==> src/rtl/riscv_pkg.sv <==
// Shared RISC-V decode helpers: extension mode encodings and immediate
// bit-slice functions, each returning a 32-bit sign-extended immediate.
package riscv_pkg;

  localparam logic [2:0] MODE_ZERO  = 3'd0;
  localparam logic [2:0] MODE_SIGN  = 3'd1;
  localparam logic [2:0] MODE_IMM_I = 3'd2;
  localparam logic [2:0] MODE_IMM_S = 3'd3;
  localparam logic [2:0] MODE_IMM_B = 3'd4;
  localparam logic [2:0] MODE_IMM_U = 3'd5;
  localparam logic [2:0] MODE_IMM_J = 3'd6;
  localparam logic [2:0] MODE_RSVD  = 3'd7;

  function automatic logic [31:0] imm_i(input logic [31:0] instr);
    return {{20{instr[31]}}, instr[31:20]};
  endfunction

  function automatic logic [31:0] imm_s(input logic [31:0] instr);
    return {{20{instr[31]}}, instr[31:25], instr[11:7]};
  endfunction

  function automatic logic [31:0] imm_b(input logic [31:0] instr);
    return {{19{instr[31]}}, instr[31], instr[7], instr[30:25], instr[11:8], 1'b0};
  endfunction

  function automatic logic [31:0] imm_u(input logic [31:0] instr);
    return {instr[31:12], 12'b0};
  endfunction

  function automatic logic [31:0] imm_j(input logic [31:0] instr);
    return {{11{instr[31]}}, instr[31], instr[19:12], instr[20], instr[30:21], 1'b0};
  endfunction

endpackage

==> src/rtl/imm_extend_stage_if.sv <==
// Handshake bundle for the extension stage: upstream beat in, extended result out.
interface imm_extend_stage_if #(
  parameter int XLEN = 32,
  parameter int IN_W = 16
);
  logic            in_valid;
  logic            in_ready;
  logic [2:0]      in_mode;
  logic [IN_W-1:0] in_data;
  logic [31:0]     in_instr;
  logic            out_valid;
  logic            out_ready;
  logic [XLEN-1:0] out_data;
  logic            out_err;

  // master drives beats and consumes results; slave is the stage itself
  modport master (
    output in_valid, in_mode, in_data, in_instr, out_ready,
    input  in_ready, out_valid, out_data, out_err
  );

  modport slave (
    input  in_valid, in_mode, in_data, in_instr, out_ready,
    output in_ready, out_valid, out_data, out_err
  );
endinterface

==> src/rtl/imm_extend_comb.sv <==
// Pure combinational extension mux: generic zero/sign extension of an IN_W
// field and RISC-V I/S/B/U/J immediate extraction, all widened to XLEN.
module imm_extend_comb
  import riscv_pkg::*;
#(
  parameter int XLEN = 32,
  parameter int IN_W = 16
) (
  input  logic [2:0]      mode,
  input  logic [IN_W-1:0] data,
  input  logic [31:0]     instr,
  output logic [XLEN-1:0] result,
  output logic            err
);

  // opcode bits never contribute to an immediate
  logic unused_opcode;
  assign unused_opcode = ^instr[6:0];

  // size casts extend according to operand signedness
  always_comb begin
    result = '0;
    err    = 1'b0;
    case (mode)
      MODE_ZERO:  result = XLEN'(data);
      MODE_SIGN:  result = XLEN'($signed(data));
      MODE_IMM_I: result = XLEN'($signed(imm_i(instr)));
      MODE_IMM_S: result = XLEN'($signed(imm_s(instr)));
      MODE_IMM_B: result = XLEN'($signed(imm_b(instr)));
      MODE_IMM_U: result = XLEN'($signed(imm_u(instr)));
      MODE_IMM_J: result = XLEN'($signed(imm_j(instr)));
      default:    err    = 1'b1;
    endcase
  end

endmodule

==> src/rtl/imm_extend_stage.sv <==
// Registered extension stage with a two-entry skid buffer (output register +
// skid register) so in_ready depends only on registered state.
module imm_extend_stage
  import riscv_pkg::*;
#(
  parameter int XLEN = 32,
  parameter int IN_W = 16
) (
  input  logic                clk,
  input  logic                rst,
  input  logic                flush,
  imm_extend_stage_if.slave   bus
);

  generate
    if (!(XLEN == 32 || XLEN == 64) || IN_W < 1 || IN_W > XLEN) begin : g_bad_param
      $error("imm_extend_stage: illegal XLEN=%0d / IN_W=%0d", XLEN, IN_W);
    end
  endgenerate

  logic [XLEN-1:0] ext_result;
  logic            ext_err;

  imm_extend_comb #(
    .XLEN (XLEN),
    .IN_W (IN_W)
  ) u_comb (
    .mode   (bus.in_mode),
    .data   (bus.in_data),
    .instr  (bus.in_instr),
    .result (ext_result),
    .err    (ext_err)
  );

  logic            out_valid_q, out_valid_d;
  logic [XLEN-1:0] out_data_q,  out_data_d;
  logic            out_err_q,   out_err_d;
  logic            skid_valid_q, skid_valid_d;
  logic [XLEN-1:0] skid_data_q,  skid_data_d;
  logic            skid_err_q,   skid_err_d;

  logic accept;
  logic out_free;

  assign bus.in_ready  = !skid_valid_q;
  assign bus.out_valid = out_valid_q;
  assign bus.out_data  = out_data_q;
  assign bus.out_err   = out_err_q;

  assign accept   = bus.in_valid && !skid_valid_q;
  assign out_free = !out_valid_q || bus.out_ready;

  // skid can only fill while the output is held, and in_ready is low while
  // it is full, so draining the skid and accepting never coincide
  always_comb begin
    out_valid_d  = out_valid_q;
    out_data_d   = out_data_q;
    out_err_d    = out_err_q;
    skid_valid_d = skid_valid_q;
    skid_data_d  = skid_data_q;
    skid_err_d   = skid_err_q;

    if (flush) begin
      out_valid_d  = 1'b0;
      skid_valid_d = 1'b0;
    end else if (out_free) begin
      if (skid_valid_q) begin
        out_valid_d  = 1'b1;
        out_data_d   = skid_data_q;
        out_err_d    = skid_err_q;
        skid_valid_d = 1'b0;
      end else if (accept) begin
        out_valid_d = 1'b1;
        out_data_d  = ext_result;
        out_err_d   = ext_err;
      end else begin
        out_valid_d = 1'b0;
      end
    end else if (accept) begin
      skid_valid_d = 1'b1;
      skid_data_d  = ext_result;
      skid_err_d   = ext_err;
    end
  end

  always_ff @(posedge clk or posedge rst) begin
    if (rst) begin
      out_valid_q  <= 1'b0;
      out_data_q   <= '0;
      out_err_q    <= 1'b0;
      skid_valid_q <= 1'b0;
      skid_data_q  <= '0;
      skid_err_q   <= 1'b0;
    end else begin
      out_valid_q  <= out_valid_d;
      out_data_q   <= out_data_d;
      out_err_q    <= out_err_d;
      skid_valid_q <= skid_valid_d;
      skid_data_q  <= skid_data_d;
      skid_err_q   <= skid_err_d;
    end
  end

endmodule

==> src/flat_wrapper.sv <==
// flat-port wrapper written by rule: the top's interface ports become plain ports
module imm_extend_stage_flat import riscv_pkg::*;
#(
  parameter int XLEN = 32,
  parameter int IN_W = 16
)
  (clk, rst, flush, bus_in_valid, bus_in_mode, bus_in_data, bus_in_instr, bus_out_ready, bus_in_ready, bus_out_valid, bus_out_data, bus_out_err);
  imm_extend_stage_if #(.XLEN(XLEN), .IN_W(IN_W)) bus_i ();
  input  logic clk;
  input  logic rst;
  input  logic flush;
  input wire logic [$bits(bus_i.in_valid)-1:0] bus_in_valid;
  input wire logic [$bits(bus_i.in_mode)-1:0] bus_in_mode;
  input wire logic [$bits(bus_i.in_data)-1:0] bus_in_data;
  input wire logic [$bits(bus_i.in_instr)-1:0] bus_in_instr;
  input wire logic [$bits(bus_i.out_ready)-1:0] bus_out_ready;
  output wire logic [$bits(bus_i.in_ready)-1:0] bus_in_ready;
  output wire logic [$bits(bus_i.out_valid)-1:0] bus_out_valid;
  output wire logic [$bits(bus_i.out_data)-1:0] bus_out_data;
  output wire logic [$bits(bus_i.out_err)-1:0] bus_out_err;
  assign bus_i.in_valid = bus_in_valid;
  assign bus_i.in_mode = bus_in_mode;
  assign bus_i.in_data = bus_in_data;
  assign bus_i.in_instr = bus_in_instr;
  assign bus_i.out_ready = bus_out_ready;
  assign bus_in_ready = bus_i.in_ready;
  assign bus_out_valid = bus_i.out_valid;
  assign bus_out_data = bus_i.out_data;
  assign bus_out_err = bus_i.out_err;
  imm_extend_stage #(.XLEN(XLEN), .IN_W(IN_W)) u_core (.clk(clk), .rst(rst), .flush(flush), .bus(bus_i));
endmodule
==> config.mk <==
export PLATFORM = sky130hd
export DESIGN_NAME = imm_extend_stage_flat
export DESIGN_NICKNAME = d
export VERILOG_FILES = /design/src/rtl/riscv_pkg.sv /design/src/rtl/imm_extend_stage_if.sv /design/src/rtl/imm_extend_comb.sv /design/src/rtl/imm_extend_stage.sv /design/src/flat_wrapper.sv
export SDC_FILE = /design/constraint.sdc
export NUM_CORES = 1
export LEC_CHECK = 0
export ABC_AREA = 1
export BUFFER_PORTS_ARGS = -buffer_cell sky130_fd_sc_hd__buf_2
export CAP_MARGIN = 20
export CORE_UTILIZATION = 35
export CTS_BUF_LIST = sky130_fd_sc_hd__clkbuf_4 sky130_fd_sc_hd__clkbuf_8
export DETAILED_ROUTE_END_ITERATION = 6
export PLACE_DENSITY = 0.57
export SYNTH_ARGS = -nofsm -noshare
export SYNTH_HDL_FRONTEND = slang
export SYNTH_SLANG_ARGS = --single-unit
==> constraint.sdc <==
create_clock -name clk -period 4.8 [get_ports clk]
set_clock_uncertainty 0.15 [all_clocks]
set_input_delay 0.96 -clock clk [delete_from_list [all_inputs] [get_ports clk]]
set_output_delay 0.96 -clock clk [all_outputs]
set_load 0.01 [all_outputs]
==> run_results.csv <==
group,metric,value,unit
clock_tree,cts_made_buffers,9,
synth,synth_seq_cells,68,
clock_tree,cts.sinks,68,
sta,period_share,0.554,
synth,syn_area,3830,um2
floorplan,start_util,0.366,
synth,synthCells,534,
sta,worstMarginPinSlew,0.994,ns
critical_path,cp_cell_sequence,"inv_2, nand2_1, nor2_4, buf_4, nand2_1, o21ai_1",
clock_tree,clkLatencyLatePin,0.34,ns
route,drtIter0Drc,280,
clock_tree,root_buffer,"clkbuf_8",
pwr,power.total,1.61,mW
place,placed_area,4240,um2
synth,ys_warn_count,0,
sta,whs,0.326,ns
synth,synth_mux_area_frac,0,
clock_tree,h-tree-depth,3,
route,drc,0,
final_layout,drive_gt1_frac,0.204,
clock_tree,cts_buffer_depth,2,
place,dp.cells,720,
sta,rsz0062_at_grt,"no",
critical_path,path_common_cell,"nand2_1",
clock_tree,cts_tree,"yes",
synth,yosysTopAreaCell,"dfrtp_1",
worst_hold_path,hold_class,"reg -> reg",
pwr,power_density,362,nW/um2
synth,synth_edf_count,0,
clock_tree,cts_setup_buffers,0,
route,postRouteAntennaNets,0,
final_layout,fin_area,4440,um2
synth,synth_xor_area_frac,0,
grt,grt_pass1_vias,3380,
route,drt-pass1-iter-count,4,
sta,fin_tns_setup,0,ns
synth,netlist.area_leader.share,0.444,
outcome,status,"complete, no violations",
floorplan,rows,37,
critical_path,required,4.92,ns
synth,synthTopCellsByCount,"206 x nand2_1, 68 x dfrtp_1, 52 x inv_1, 34 x a21oi_1",
critical_path,cpPeakStageDelay,0.81,ns
sta,fmax,0.376,GHz
critical_path,cp-end-kind,"register",
critical_path,path_max_fanout,49,
clock_tree,path_clk_slew,0.07,ns
floorplan,chipWidth,107,um
grt,grt_max_degree,67,
synth,synth-adder-area-share,0,
sta,finalCriticalPeriod,2.66,ns
synth,ys_seq_area_frac,0.444,
place,io_buffers,83,
synth,synth_area_per_cell,7.17,um2
grt,grt_usage,0.189,
critical_path,slowest_stage,"nor2_4",
job,drv_cap,0,
clock_tree,cts_resized,0,
sta,setup_viol,0,
critical_path,cp-start-kind,"register",
floorplan,core,10500,um2
synth,async_reset_ff_frac,1.00,
place,dp_hpwl,6590,um
floorplan,design.die.area,11400,um2
floorplan,ios,91,
final_layout,fin_nets,651,
route,wire_per_inst,13.6,um
clock_tree,postCtsHoldBufs,0,
sta,max_slew_margin,0.336,
synth,synth-simple-area-share,0.344,
synth,synth_top_family_by_area,"simple AND/OR/NAND/NOR gates",
final_layout,antennaDiodeCount,0,
sta,final_hold_viol_count,0,
critical_path,critPathArrivalTime,2.78,ns
synth,ys_top_cells_by_area,"dfrtp_1 44%, nand2_1 20%, inv_1 5.1%",
route,vias,3540,
final_layout,syn_to_final_growth,15.8,%
pwr,p_leak,2.56,nW
sta,slew_violations,0,
final_layout,fillCellCount,1123,
final_layout,final_cells,735,
route,vias_per_cell,4.82,
grt,antenna_found_initial,0,
synth,synth_nets,590,
pwr,peakVddDrop,0.143,mV
grt,grt-ovfl-total,0,
route,totalWireLength,9960,um
grt,grt_pass1_wl,16800,um
synth,synth-compound-area-share,0.102,
synth,synth_top_flop_cell,"dfrtp_1",
place,gp_congestion,0.850,
synth,ys_types,22,
synth,synth.most_common_cell,"nand2_1",
critical_path,crit_type,"reg -> reg",
floorplan,die_h,107,um
routing by layer:
layer	track usage	part of all wire	vias up
li1	-	-	1820
met1	0.259	0.48	1606
met2	0.301	0.45	99
met3	0.0389	0.059	15
met4	0.0548	0.013	0
met5	0	0	-
cells in the final DEF (no fill, tap or decap), types with 10 or more instances in the layout:
cell,n
nor2_1,21
inv_1,51
nand2_1,206
clkbuf_8,10
nand3_1,28
a21oi_1,34
buf_2,83
o21ai_1,17
o21ai_0,23
nand4_1,28
dfrtp_1,68
power by group:
group | switching [mW] | internal [mW] | leakage (nW) | total, mW
Sequential | 0.0475 | 0.701 | 0.856 | 0.748
Clock | 0.214 | 0.269 | 0.104 | 0.482
Combinational | 0.234 | 0.140 | 1.60 | 0.375
Total | 0.496 | 1.11 | 2.56 | 1.61
worst max-delay path, delay by kind of cell, from the launching register on:
kind / cells / cell delay, ns
simple gates: 3 / 1.08
compound gates: 1 / 0.09
flops: 1 / 0.39
buf+inv: 2 / 0.84
logic make-up after synthesis:
family | Yosys count
AOI/OAI and AO/OA | 76
buffers and inverters | 91
and+or+nand+nor | 299
DFF | 68
per-stage QoR:
step	util	setup slack [ns]
floorplan	-	1.98
global placement	0.406	1.82
detailed placement	0.406	1.80
CTS	0.424	2.11
global route	0.424	1.86
finish	0.424	2.14
registers in the layout, summed over array words and instances, names as in the netlist:
name                  flops
u_core.skid_valid_q       1
u_core.bus.out_data      32
u_core.skid_err_q         1
u_core.bus.out_valid      1
u_core.bus.out_err        1
u_core.skid_data_q       32
path summary, 6_finish.rpt:
check,startpoint,to,slack (ns),depth (start not counted)
max reg2reg,u_core.skid_valid_q,u_core.skid_data_q[19],2.14,6
min in group asynchronous,rst,u_core.bus.out_data[27],0.67,2
min reg2reg,u_core.bus.out_data[19],u_core.bus.out_data[19],0.33,2
min,u_core.bus.out_data[19],u_core.bus.out_data[19],0.33,2
max,u_core.skid_valid_q,u_core.skid_data_q[19],2.14,6
max in group asynchronous,rst,u_core.skid_err_q,2.95,3
layout make-up:
type | count | area [um2] | share of cell area
Clock inverter | 2 | 35.0 | 0.00789
Inverter | 54 | 203 | 0.0457
Multi-Input combinational cell | 375 | 1720 | 0.388
Tap cell | 136 | 170 | 0.0383
Timing Repair Buffer | 87 | 445 | 0.100
Clock buffer | 13 | 160 | 0.0361
Sequential cell | 68 | 1700 | 0.383
Note: power is estimated with default switching activity, not from simulation.
